<file path="config.mk">
export PLATFORM = sky130hd
export DESIGN_NAME = calculator_dec_seq
export DESIGN_NICKNAME = d
export VERILOG_FILES = /design/src/rtl/calculator_dec_seq.sv
export SDC_FILE = /design/constraint.sdc
export NUM_CORES = 1
export LEC_CHECK = 0
export CORE_ASPECT_RATIO = 1.1
export CORE_MARGIN = 4
export CORE_UTILIZATION = 49
export DETAILED_ROUTE_END_ITERATION = 10
export HOLD_SLACK_MARGIN = 0.06
export PLACE_DENSITY = 0.68
export RECOVER_POWER = 50
export SLEW_MARGIN = 5
export SYNTH_ARGS = -nofsm -noshare
export SYNTH_HDL_FRONTEND = slang
export SYNTH_SLANG_ARGS = --single-unit
</file>
<file path="constraint.sdc">
create_clock -name clk -period 6.3 [get_ports clk]
set_input_delay 0.945 -clock clk [delete_from_list [all_inputs] [get_ports clk]]
set_output_delay 0.945 -clock clk [all_outputs]
set_load 0.005 [all_outputs]
</file>
<file path="src/rtl/calculator_dec_seq.sv">
// calculator_dec_seq: clocked decimal-keypad calculator front end.
// Builds multi-digit decimal operands from one-hot key strobes, then applies
// +, -, *, / (sequential restoring divider), AND or OR on the equals strobe.
// Ports:
//   clk, reset      : rising-edge clock, asynchronous active-high reset
//   digit/_valid    : one-hot decimal key and its single-cycle strobe
//   func/_valid     : operator code and its single-cycle strobe
//   get_res, clear  : equals strobe, synchronous clear of all state
//   operand         : operand being entered (B while entering B, else A)
//   res/neg         : registered result magnitude and subtraction sign
//   res_valid       : one-cycle pulse when res is updated
//   busy            : divider running, key strobes ignored
//   error           : sticky error flag
module calculator_dec_seq #(
   parameter int DIGITS    = 2,
   parameter int WIDTH     = 8,
   parameter int RES_WIDTH = 2*WIDTH
) (
   input  logic                 clk,
   input  logic                 reset,
   input  logic [9:0]           digit,
   input  logic                 digit_valid,
   input  logic [2:0]           func,
   input  logic                 func_valid,
   input  logic                 get_res,
   input  logic                 clear,
   output logic [WIDTH-1:0]     operand,
   output logic [RES_WIDTH-1:0] res,
   output logic                 neg,
   output logic                 res_valid,
   output logic                 busy,
   output logic                 error
);

   localparam int CW  = $clog2(DIGITS+1);
   localparam int DCW = $clog2(WIDTH+1);

   localparam logic [2:0] OP_ADD = 3'b000;
   localparam logic [2:0] OP_SUB = 3'b001;
   localparam logic [2:0] OP_MUL = 3'b010;
   localparam logic [2:0] OP_DIV = 3'b011;
   localparam logic [2:0] OP_AND = 3'b100;
   localparam logic [2:0] OP_OR  = 3'b101;

   typedef enum logic [2:0] {
      S_ENTER_A,
      S_ENTER_B,
      S_DIVIDE,
      S_RESULT,
      S_ERROR
   } state_t;

   state_t                r_state, w_state_nxt;
   logic [WIDTH-1:0]      r_a, w_a_nxt;
   logic [WIDTH-1:0]      r_b, w_b_nxt;
   logic [CW-1:0]         r_cnt, w_cnt_nxt;
   logic [2:0]            r_op, w_op_nxt;
   logic [RES_WIDTH-1:0]  r_res, w_res_nxt;
   logic                  r_neg, w_neg_nxt;
   logic                  r_res_valid, w_res_valid_nxt;
   logic                  r_error, w_error_nxt;
   logic [WIDTH-1:0]      r_quo, w_quo_nxt;
   logic [WIDTH-1:0]      r_rem, w_rem_nxt;
   logic [DCW-1:0]        r_dcnt, w_dcnt_nxt;

   logic [3:0]            w_key;
   logic                  w_onehot;
   logic                  w_digit_ok;
   logic                  w_func_bad;
   logic [WIDTH-1:0]      w_a_app;
   logic [WIDTH-1:0]      w_b_app;
   logic [WIDTH:0]        w_shift;
   logic                  w_ge;
   logic [WIDTH-1:0]      w_sub;
   logic [WIDTH-1:0]      w_step_quo;
   logic [WIDTH-1:0]      w_step_rem;

   // Key decode: index of the set bit; only trusted when w_onehot is true.
   always_comb begin
      w_key = 4'd0;
      for (int k = 0; k < 10; k++) begin
         if (digit[k]) w_key = 4'(k);
      end
   end

   assign w_onehot   = (digit != 10'd0) && ((digit & (digit - 10'd1)) == 10'd0);
   assign w_digit_ok = digit_valid && w_onehot && (r_cnt < CW'(DIGITS));
   assign w_func_bad = (func[2:1] == 2'b11);
   assign w_a_app    = r_a * WIDTH'(10) + WIDTH'(w_key);
   assign w_b_app    = r_b * WIDTH'(10) + WIDTH'(w_key);

   // One restoring-division step: shift the next dividend bit into the
   // remainder, subtract the divisor when it fits. The remainder is always
   // below the divisor, so the subtraction fits in WIDTH bits.
   assign w_shift    = {r_rem, r_quo[WIDTH-1]};
   assign w_ge       = (w_shift >= {1'b0, r_b});
   assign w_sub      = w_shift[WIDTH-1:0] - r_b;
   assign w_step_rem = w_ge ? w_sub : w_shift[WIDTH-1:0];
   assign w_step_quo = {r_quo[WIDTH-2:0], w_ge};

   always_comb begin
      w_state_nxt     = r_state;
      w_a_nxt         = r_a;
      w_b_nxt         = r_b;
      w_cnt_nxt       = r_cnt;
      w_op_nxt        = r_op;
      w_res_nxt       = r_res;
      w_neg_nxt       = r_neg;
      w_res_valid_nxt = 1'b0;
      w_error_nxt     = r_error;
      w_quo_nxt       = r_quo;
      w_rem_nxt       = r_rem;
      w_dcnt_nxt      = r_dcnt;

      if (clear) begin
         w_state_nxt = S_ENTER_A;
         w_a_nxt     = '0;
         w_b_nxt     = '0;
         w_cnt_nxt   = '0;
         w_op_nxt    = '0;
         w_res_nxt   = '0;
         w_neg_nxt   = 1'b0;
         w_error_nxt = 1'b0;
         w_quo_nxt   = '0;
         w_rem_nxt   = '0;
         w_dcnt_nxt  = '0;
      end else begin
         // Each branch below tests strobes in priority order, so a
         // higher-priority strobe always swallows the lower ones.
         case (r_state)
            S_ENTER_A: begin
               if (get_res) begin
                  w_res_nxt       = RES_WIDTH'(r_a);
                  w_neg_nxt       = 1'b0;
                  w_res_valid_nxt = 1'b1;
                  w_state_nxt     = S_RESULT;
               end else if (func_valid) begin
                  if (w_func_bad) begin
                     w_error_nxt = 1'b1;
                     w_state_nxt = S_ERROR;
                  end else begin
                     w_op_nxt    = func;
                     w_b_nxt     = '0;
                     w_cnt_nxt   = '0;
                     w_state_nxt = S_ENTER_B;
                  end
               end else if (w_digit_ok) begin
                  w_a_nxt   = w_a_app;
                  w_cnt_nxt = r_cnt + CW'(1);
               end
            end

            S_ENTER_B: begin
               if (get_res) begin
                  w_neg_nxt       = 1'b0;
                  w_res_valid_nxt = 1'b1;
                  w_state_nxt     = S_RESULT;
                  case (r_op)
                     OP_ADD: w_res_nxt = RES_WIDTH'(r_a) + RES_WIDTH'(r_b);
                     OP_SUB: begin
                        w_res_nxt = (r_a >= r_b) ? RES_WIDTH'(r_a - r_b)
                                                 : RES_WIDTH'(r_b - r_a);
                        w_neg_nxt = (r_a < r_b);
                     end
                     OP_MUL: w_res_nxt = RES_WIDTH'(r_a) * RES_WIDTH'(r_b);
                     OP_AND: w_res_nxt = RES_WIDTH'(r_a & r_b);
                     OP_OR:  w_res_nxt = RES_WIDTH'(r_a | r_b);
                     default: begin
                        // Division: result appears only when the divider ends.
                        w_res_valid_nxt = 1'b0;
                        w_neg_nxt       = r_neg;
                        if (r_b == '0) begin
                           w_error_nxt = 1'b1;
                           w_state_nxt = S_ERROR;
                        end else begin
                           w_quo_nxt   = r_a;
                           w_rem_nxt   = '0;
                           w_dcnt_nxt  = '0;
                           w_state_nxt = S_DIVIDE;
                        end
                     end
                  endcase
               end else if (func_valid) begin
                  if (w_func_bad) begin
                     w_error_nxt = 1'b1;
                     w_state_nxt = S_ERROR;
                  end else if (r_cnt == '0) begin
                     w_op_nxt = func;
                  end
               end else if (w_digit_ok) begin
                  w_b_nxt   = w_b_app;
                  w_cnt_nxt = r_cnt + CW'(1);
               end
            end

            S_DIVIDE: begin
               w_quo_nxt  = w_step_quo;
               w_rem_nxt  = w_step_rem;
               w_dcnt_nxt = r_dcnt + DCW'(1);
               if (r_dcnt == DCW'(WIDTH-1)) begin
                  w_res_nxt       = RES_WIDTH'(w_step_quo);
                  w_neg_nxt       = 1'b0;
                  w_res_valid_nxt = 1'b1;
                  w_state_nxt     = S_RESULT;
               end
            end

            S_RESULT: begin
               if (get_res) begin
                  w_state_nxt = S_RESULT;
               end else if (func_valid) begin
                  // Chaining reuses res as A only if it fits an operand.
                  if (w_func_bad || r_neg || (r_res[RES_WIDTH-1:WIDTH] != '0)) begin
                     w_error_nxt = 1'b1;
                     w_state_nxt = S_ERROR;
                  end else begin
                     w_a_nxt     = r_res[WIDTH-1:0];
                     w_op_nxt    = func;
                     w_b_nxt     = '0;
                     w_cnt_nxt   = '0;
                     w_state_nxt = S_ENTER_B;
                  end
               end else if (digit_valid && w_onehot) begin
                  w_a_nxt     = WIDTH'(w_key);
                  w_cnt_nxt   = CW'(1);
                  w_state_nxt = S_ENTER_A;
               end
            end

            default: begin
               w_state_nxt = r_state;
            end
         endcase
      end
   end

   always_ff @(posedge clk or posedge reset) begin
      if (reset) begin
         r_state     <= S_ENTER_A;
         r_a         <= '0;
         r_b         <= '0;
         r_cnt       <= '0;
         r_op        <= '0;
         r_res       <= '0;
         r_neg       <= 1'b0;
         r_res_valid <= 1'b0;
         r_error     <= 1'b0;
         r_quo       <= '0;
         r_rem       <= '0;
         r_dcnt      <= '0;
      end else begin
         r_state     <= w_state_nxt;
         r_a         <= w_a_nxt;
         r_b         <= w_b_nxt;
         r_cnt       <= w_cnt_nxt;
         r_op        <= w_op_nxt;
         r_res       <= w_res_nxt;
         r_neg       <= w_neg_nxt;
         r_res_valid <= w_res_valid_nxt;
         r_error     <= w_error_nxt;
         r_quo       <= w_quo_nxt;
         r_rem       <= w_rem_nxt;
         r_dcnt      <= w_dcnt_nxt;
      end
   end

   assign operand   = (r_state == S_ENTER_B) ? r_b : r_a;
   assign res       = r_res;
   assign neg       = r_neg;
   assign res_valid = r_res_valid;
   assign busy      = (r_state == S_DIVIDE);
   assign error     = r_error;

endmodule

</file>
=== After elaboration in Yosys (flattened, before gate mapping) ===
Cells that the tools add are included.

* Logic and storage cells: 214
* Output and inout port bits: 28
* Input bits: 19
* Register bits: 63

* Multipliers: 3
* Reduce and logical (&&, ||, !) cells: 28
* Bitwise operators: 3
* Eq/ne operators: 40
* $lt $le $gt $ge: 4
* Add/sub/neg operators: 9
* Mux-type cells: 115

{| class="wikitable"
|+ Operator list
! operator !! number
|-
| $mux W8 || 28
|-
| $mux W16 || 5
|-
| $pmux W16 S5 || 1
|-
| $mux W3 || 25
|-
| $ne A3 B3 Y1 const B || 19
|-
| $mux W4 || 12
|-
| $pmux W16 S3 || 1
|-
| $pmux W8 S2 || 3
|-
| $ne A4 B4 Y1 const B || 8
|-
| $pmux W8 S3 || 1
|-
| $mux W2 || 11
|-
| $mux W1 || 20
|-
| $sub A8 B8 Y9 || 2
|-
| $add A8 B4 Y8 || 2
|-
| $mul A8 B3 Y7 const B || 2
|-
| $mul A8 B8 Y16 || 1
|-
| $reduce_and A7 Y1 || 2
|-
| $pmux W3 S4 || 1
|-
| $reduce_and A11 Y1 || 1
|-
| $and A10 B10 Y10 || 1
|-
| $logic_not A10 Y1 || 1
|-
| $reduce_and A10 Y1 || 1
|-
| $reduce_and A5 Y1 || 2
|-
| $reduce_bool A10 Y1 || 1
|-
| 39 further kinds || 51
|}

=== Logic depth before layout (Yosys ltp) ===
Gate-level depths: netlist of run 1.

* Depth after elaboration: 15
* Depth in mapped cells: 18
* Gate-level depth less buffers: 18

=== Worst setup path after synthesis of run 1 ===
No wires, ideal clock.

* Kind: reg2reg
* Start point: register r_a[1]
* End point: register r_res[15], in the netlist res[15]
* Required time: 6166 ps
* Data arrival time: 4785 ps
* Stages on the path, launching flop included: 17
* Period minus slack after synthesis: 4919 ps
* Path slack: 1381 ps
* Cells stage by stage: dfrtp_1 clkinv_1 nor2_1 fa_1 fa_1 fa_1 inv_1 fa_1 inv_1 ha_1 o21a_1 o2111ai_1 o21ai_0 or4_1 and3_1 o21ai_0 nand3_1

* Cells in the longest elaborated chain, start to end: 6

{| class="wikitable"
|+ Ends and longest elaborated chain
! item !! RTL line !! source
|-
| start, declared || 54 || <nowiki>logic [WIDTH-1:0] r_a, w_a_nxt;</nowiki>
|-
| start signal, assigned || 253 || <nowiki>r_a <= w_a_nxt;</nowiki>
|-
| parallel branches: the longest is 2 deep, another holds $mul A8 B8 Y16 || - ||
|-
| $pmux W16 S5 * || 158 || <nowiki>case (r_op)</nowiki>
|-
| $mux W16 * || 154 || <nowiki>if (get_res) begin</nowiki>
|-
| $pmux W16 S3 * || 130 || <nowiki>case (r_state)</nowiki>
|-
| $mux W16 * || 115 || <nowiki>if (clear) begin</nowiki>
|-
| end signal, assigned || 257 || <nowiki>r_res <= w_res_nxt;</nowiki>
|-
| end, declared || 58 || <nowiki>logic [RES_WIDTH-1:0] r_res, w_res_nxt;</nowiki>
|}

Mark *: on every way between the ends. The select of a mux whose other input is x is not followed.
A chain may end at the register's enable or synchronous reset.

=== Final worst setup path of run 1 ===
* Start point: register r_a[2]
* End point: register r_res[15], in the netlist res[15]

The elaborated chain is that of the path after synthesis.

==> results of run 1 <==
-- cell families after synthesis --
group	synth area share
xor gates and xnor gates	0.04535
buffers and inverters	0.06400
AOI/OAI and AO/OA	0.2165
and+or+nand+nor	0.1560
adders and majority gates	0.2674
DFF	0.1991
muxes	0.05167
-- layout by cell type, fill, tap and decap left out, types with 6 or more instances in the layout --
master | netlist | final
nor4_1 | 8 | 8
clkbuf_16 | 0 | 9
nor2b_1 | 7 | 7
nand2_1 | 75 | 75
xor2_1 | 12 | 12
nor2_1 | 123 | 123
dfrtp_1 | 63 | 63
a21o_1 | 12 | 12
a22oi_1 | 11 | 11
o21ai_0 | 68 | 68
a211oi_1 | 18 | 18
nand2b_1 | 13 | 13
fa_1 | 44 | 44
clkdlybuf4s50_1 | 0 | 31
buf_4 | 0 | 9
mux2i_1 | 30 | 30
o21a_1 | 11 | 11
a221oi_1 | 6 | 6
ha_1 | 98 | 98
o31ai_1 | 6 | 6
xnor2_1 | 29 | 29
inv_1 | 87 | 86
nor3_1 | 14 | 14
o22ai_1 | 6 | 6
a21oi_1 | 57 | 57
o21bai_1 | 11 | 11
clkinv_1 | 10 | 11
dlygate4sd3_1 | 0 | 15
nand3_1 | 11 | 11
-- synthesized netlist by cell type, types with 6 or more instances --
master      n  area [sq um]
inv_1      87         326.6
nand2b_1   13         81.33
ha_1       98          1226
nor4_1      8         50.05
nor2_1    123         461.7
xor2_1     12         105.1
a22oi_1    11         82.58
o31ai_1     6         45.04
o21bai_1   11         82.58
nor3_1     14         70.07
clkbuf_1   34         127.6
a21o_1     12         90.09
a21oi_1    57         285.3
o21a_1     11         82.58
nand2_1    75         281.5
clkinv_1   10         37.54
nor2b_1     7         43.79
mux2i_1    30         300.3
nand3_1    11         55.05
xnor2_1    29         254.0
a221oi_1    6         52.55
a211oi_1   18         135.1
dfrtp_1    63          1577
o21ai_0    68         340.3
fa_1       44         880.8
o22ai_1     6         37.54
-- worst min-delay path by stage --
stage,end,cells past startpoint
5_1_grt,r_rem[7]$_DFFE_PP0P_,2
2_1_floorplan,r_rem[7]$_DFFE_PP0P_,2
6_report,r_rem[7]$_DFFE_PP0P_,2
3_3_place_gp,r_rem[7]$_DFFE_PP0P_,2
3_5_place_dp,r_rem[7]$_DFFE_PP0P_,2
4_1_cts,r_rem[7]$_DFFE_PP0P_,2
-- per-stage QoR --
stage	area, sq um	std cells	setup slack, ns
finish	8862	1191	0.7893
global route	8862	1191	0.5329
CTS	8866	1191	0.8367
detailed placement	8567	1176	0.8447
global placement	8567	1176	0.8729
floorplan	7918	956	1.381
-- report_power, final --
part           switching, uW  total (uW)  internal [uW]
clock                    188         513            325
combinational           1420        2400            979
sequential               212         721            509
-- area by class of cell --
cell class	instances	area, sq um
clock buffer	12	256.5
clock inverter	3	42.54
fill	1480	6933
inverter	97	364.1
multi-input combinational	760	5841
sequential	63	1577
tap	200	250.2
timing repair buffer	56	531.8
-- layer usage --
layer | global-route usage | vias up
li1 | - | 3405
met1 | 0.3738 | 3513
met2 | 0.4413 | 280
met3 | 0.04819 | 57
met4 | 0.1001 | 0
met5 | 0 | -
-- flip-flops by register name (all words and copies together) (netlist names) --
signal     cells
r_op           3
r_rem          8
res           16
error          1
r_b            8
r_dcnt         4
r_a            8
r_cnt          2
r_state        3
r_quo          8
neg            1
res_valid      1
-- worst reg2reg max path, cell delays in order (launching register included) --
cell and delay (ns):
dfrtp_1 0.61, clkinv_1 0.56, nor2_1 0.30, fa_1 0.48
fa_1 0.53, fa_1 0.55, inv_1 0.06, fa_1 0.54
inv_1 0.04, ha_1 0.32, o21a_1 0.21, o2111ai_1 0.21
o21ai_0 0.14, or4_1 0.43, and3_1 0.16, o21ai_0 0.15
nand3_1 0.09
==> results.sh, run 1 <==
export IMPL_cts_path_max_buffers=2
export IMPL_grt_usage=0.2754
export IMPL_wirelength_met1_microns=10630
export IMPL_wl_microns=24460
export IMPL_critical_path_max_stage_delay_ns=0.61
export IMPL_async_reset_ff_frac=1.000
export IMPL_cts_setup_buffers=0
export IMPL_timing_rr_end="res[15]$_DFFE_PP0P_"
export IMPL_postRouteAntennaNets=0
export IMPL_met3_length_microns=1661
export IMPL_dr_pass1_iters=6
export IMPL_slew_headroom=-1.385
export IMPL_drive_gt1_frac=0.04541
export IMPL_path_depth=16
export IMPL_synth_edf_count=0
export IMPL_cts_resized=0
export IMPL_clock_latency_ns=0.34
export IMPL_initial_core_util=0.5013
export IMPL_final_min_clock_period_ns=5.511
export IMPL_die_h_microns=141.3
export IMPL_yosysUniqueCellTypes=66
export IMPL_hold_violations=0
export IMPL_root_buffer="clkbuf_16"
export IMPL_hold_path_class="reg -> reg"
export IMPL_power_density_nw_per_um2=409.5
export IMPL_grt_overflow=0
export IMPL_drc_errors=0
export IMPL_crit_path_end_kind="register"
export IMPL_status="complete, but fails checks"
export IMPL_io_buffer_count=46
export IMPL_crit_end="res[15]$_DFFE_PP0P_"
export IMPL_critPathSlowestCell="dfrtp_1"
export IMPL_synth_cells=956
export IMPL_place_gp_congestion=0.9954
export IMPL_h_tree_depth=3
export IMPL_critPathMostFrequentCell="fa_1"
export IMPL_wire_per_inst_microns=20.53
export IMPL_cts_hold_buf=0
export IMPL_crit_path_start="r_a[2]$_DFFE_PP0P_"
export IMPL_worstHoldStart="r_rem[7]$_DFFE_PP0P_"
export IMPL_io_pins=47
export IMPL_grt_pass1_wl_microns=39160
export IMPL_setup_violations=0
export IMPL_final_nets=1148
export IMPL_syn_area_per_cell_sq_um=8.282
export IMPL_timing_setup_tns_ns=0
export IMPL_grt_setup_unrepaired="false"
export IMPL_syn_area_sq_um=7918
export IMPL_ys_warn_count=0
export IMPL_area_growth_pct=11.93
export IMPL_cts_sinks=63
export IMPL_fmax_ghz=0.1815
export IMPL_drt_initial_drc_count=641
export IMPL_p_total_uw=3630
export IMPL_peakVddDrop_mv=0.1865
export IMPL_die_area_sq_um=18260
export IMPL_reg2reg_slack_ns=0.79
export IMPL_wl_met2_microns=11380
export IMPL_post_dp_hpwl_microns=18790
export IMPL_synth_ff_type="dfrtp_1"
export IMPL_rows=48
export IMPL_reg2reg_depth=16
export IMPL_vias=7255
export IMPL_cp_max_fo=10
export IMPL_numCtsBuffers=9
export IMPL_core_sq_um=15800
export IMPL_path_class="reg -> reg"
export IMPL_top_layer_used="met4"
export IMPL_startpoint_type="register"
export IMPL_die_x_microns=129.2
export IMPL_arrival_ns=5.72
export IMPL_synth_nets=1117
export IMPL_antenna_found_initial=0
export IMPL_grt_pass1_vias=7153
export IMPL_r2r_start="r_a[2]$_DFFE_PP0P_"
export IMPL_fin_crit_sh=0.8747
export IMPL_crit_buf_inv=3
export IMPL_leakagePower_uw=0.004256
export IMPL_ys_ff_latch=63
export IMPL_finish_utilization=0.5611
export IMPL_critical_path_required_ns=6.51
export IMPL_clk_pin_slew_worst_paths_ns=0.05
export IMPL_violations="capacitance limit, slew limit"
export IMPL_cts_tree="yes"
export IMPL_grt_max_degree=64
export IMPL_antenna_cells=0
export IMPL_cap_violations=1
export IMPL_whs_ns=0.4887
export IMPL_skew_ns=0.008167
export IMPL_viasPerCell=6.092
export IMPL_drv_slew=64
export IMPL_crit_chain="clkinv_1, nor2_1, fa_1, fa_1, fa_1, inv_1, fa_1, inv_1, ha_1, o21a_1, o2111ai_1, o21ai_0, or4_1, and3_1, o21ai_0, nand3_1"
export IMPL_ys_seq_area_frac=0.1991
export IMPL_tightest_slew_ns=3.577
export IMPL_cpLargestDelayFamily="adder cells"
(Power assumes the default switching activity.)
==> inputs of run 2 (changes only) <==
--- a/config.mk
+++ b/config.mk
@@ -5,7 +5,7 @@
 export SDC_FILE = /design/constraint.sdc
 export NUM_CORES = 1
 export LEC_CHECK = 0
-export CORE_ASPECT_RATIO = 1.1
+export CORE_ASPECT_RATIO = 1.75
 export CORE_MARGIN = 4
 export CORE_UTILIZATION = 49
 export DETAILED_ROUTE_END_ITERATION = 10
==> results.sh, run 2 (synthesis results as in run 1) <==
export IMPL_wl_microns=25190
export IMPL_drt_initial_drc_count=588
export IMPL_cts_sinks=63
export IMPL_initial_core_util=0.4987
export IMPL_rows=61
export IMPL_grt_max_degree=64
export IMPL_critPathMostFrequentCell="fa_1"
export IMPL_post_dp_hpwl_microns=19820
export IMPL_h_tree_depth=3
export IMPL_antenna_cells=0
export IMPL_final_nets=1149
export IMPL_finish_utilization=0.5597
export IMPL_final_area_sq_um=8885
export IMPL_status="complete, but fails checks"
export IMPL_final_common_cell="nor2_1"
export IMPL_setup_violations=0
export IMPL_grt_overflow=0
export IMPL_drv_slew=64
export IMPL_hold_path_class="reg -> reg"
export IMPL_io_pins=47
export IMPL_power_density_nw_per_um2=414.7
export IMPL_fmax_ghz=0.1861
export IMPL_critical_path_max_stage_delay_ns=0.60
export IMPL_area_growth_pct=12.22
export IMPL_viasPerCell=6.139
export IMPL_cap_violations=1
export IMPL_pre_cts_slack_ns=0.9270
export IMPL_largest_reg_flops=16
export IMPL_die_x_microns=104.1
export IMPL_arrival_ns=5.59
export IMPL_timing_setup_tns_ns=0
export IMPL_fin_crit_sh=0.8528
export IMPL_cts_path_max_buffers=2
export IMPL_setup_ws_ns=0.9273
export IMPL_cts_tree="yes"
export IMPL_violations="capacitance limit, slew limit"
export IMPL_tightest_slew_ns=3.665
export IMPL_dr_pass1_iters=7
export IMPL_drc_errors=0
export IMPL_grt_setup_unrepaired="false"
export IMPL_cp_max_fo=12
export IMPL_cts_setup_buffers=0
export IMPL_cts_resized=0
export IMPL_peakVddDrop_mv=0.1453
export IMPL_postRouteAntennaNets=0
export IMPL_dpl_instance_area_sq_um=8561
export IMPL_crit_chain="clkinv_1, nor2_1, fa_1, fa_1, fa_1, inv_1, fa_1, inv_1, ha_1, o21a_1, o2111ai_1, o21ai_0, or4_1, and3_1, o21ai_0, nand3_1"
export IMPL_root_buffer="clkbuf_16"
export IMPL_clock_latency_ns=0.34
export IMPL_wire_per_inst_microns=21.31
export IMPL_whs_ns=0.5046
export IMPL_antenna_found_initial=0
export IMPL_die_h_microns=176.2
export IMPL_skew_ns=0.01105
export IMPL_critPathSlowestCell="dfrtp_1"
export IMPL_drive_gt1_frac=0.04834
export IMPL_io_buffer_count=46
export IMPL_vias=7256
export IMPL_numCtsBuffers=9
export IMPL_final_min_clock_period_ns=5.373
export IMPL_cts_hold_buf=0
export IMPL_leakagePower_uw=0.004275
export IMPL_crit_path_end_kind="register"
export IMPL_grt_pass1_vias=7511
export IMPL_core_sq_um=15880
export IMPL_startpoint_type="register"
export IMPL_mostFrequentLayoutCells="123 x nor2_1, 98 x ha_1, 86 x inv_1"
export IMPL_slew_headroom=-1.443
export IMPL_clk_pin_slew_worst_paths_ns=0.06
export IMPL_path_class="reg -> reg"
export IMPL_grt_usage=0.2787
export IMPL_die_area_sq_um=18340
export IMPL_critical_path_required_ns=6.52
export IMPL_place_gp_congestion=0.9826
export IMPL_hold_violations=0
export IMPL_grt_pass1_wl_microns=40160
[run 2: path summary, 6_finish.rpt]
path	endpoint	slack, ns	from	cells after the start
setup reg to reg	res[15]$_DFFE_PP0P_	0.93	r_a[1]$_DFFE_PP0P_	16
max in group asynchronous	res[1]$_DFFE_PP0P_	1.75	reset	3
hold reg to reg	r_cnt[0]$_DFFE_PP0P_	0.50	r_cnt[0]$_DFFE_PP0P_	1
setup / recovery	res[15]$_DFFE_PP0P_	0.93	r_a[1]$_DFFE_PP0P_	16
min in group asynchronous	r_dcnt[1]$_DFFE_PP0P_	2.46	reset	3
hold / removal	r_cnt[0]$_DFFE_PP0P_	0.50	r_cnt[0]$_DFFE_PP0P_	1
[run 2: power by group]
group,leakage [uW],internal (uW),switching (uW)
Sequential,0.000855,509,213
Combinational,0.00326,991,1410
Clock,0.000157,351,208
Total,0.00427,1850,1830
[run 2: routing by layer]
layer,vias up,part of all wire,global-route usage
li1,3400,-,-
met1,3495,0.35,0.2876
met2,258,0.53,0.5293
met3,103,0.043,0.03000
met4,0,0.072,0.1786
met5,-,0,0
[run 2: final cells by class]
| class | instances | area [sq um] |
|---|---|---|
| clock buffer | 9 | 225.2 |
| clock inverter | 7 | 102.6 |
| fill | 1490 | 6990 |
| inverter | 97 | 364.1 |
| multi-input combinational | 760 | 5841 |
| sequential | 63 | 1577 |
| tap | 189 | 236.5 |
| timing repair buffer | 57 | 539.3 |
[run 2: worst max-delay path: cells and delay by family, from the launching register on]
kind	cells	cell delay [ns]
compound gates	4	0.71
buf+inv	3	0.59
simple gates	4	0.97
fa+ha+maj	5	2.40
flops	1	0.60
[run 2: through the flow]
| step | cells | power [uW] |
|---|---|---|
| 6_report | 1182 | 3685 |
| 4_1_cts | 1182 | 3664 |
| 3_3_place_gp | 1166 | 3075 |
| 5_1_grt | 1182 | 3934 |
| 2_1_floorplan | 956 | 2360 |
| 3_5_place_dp | 1166 | 3088 |
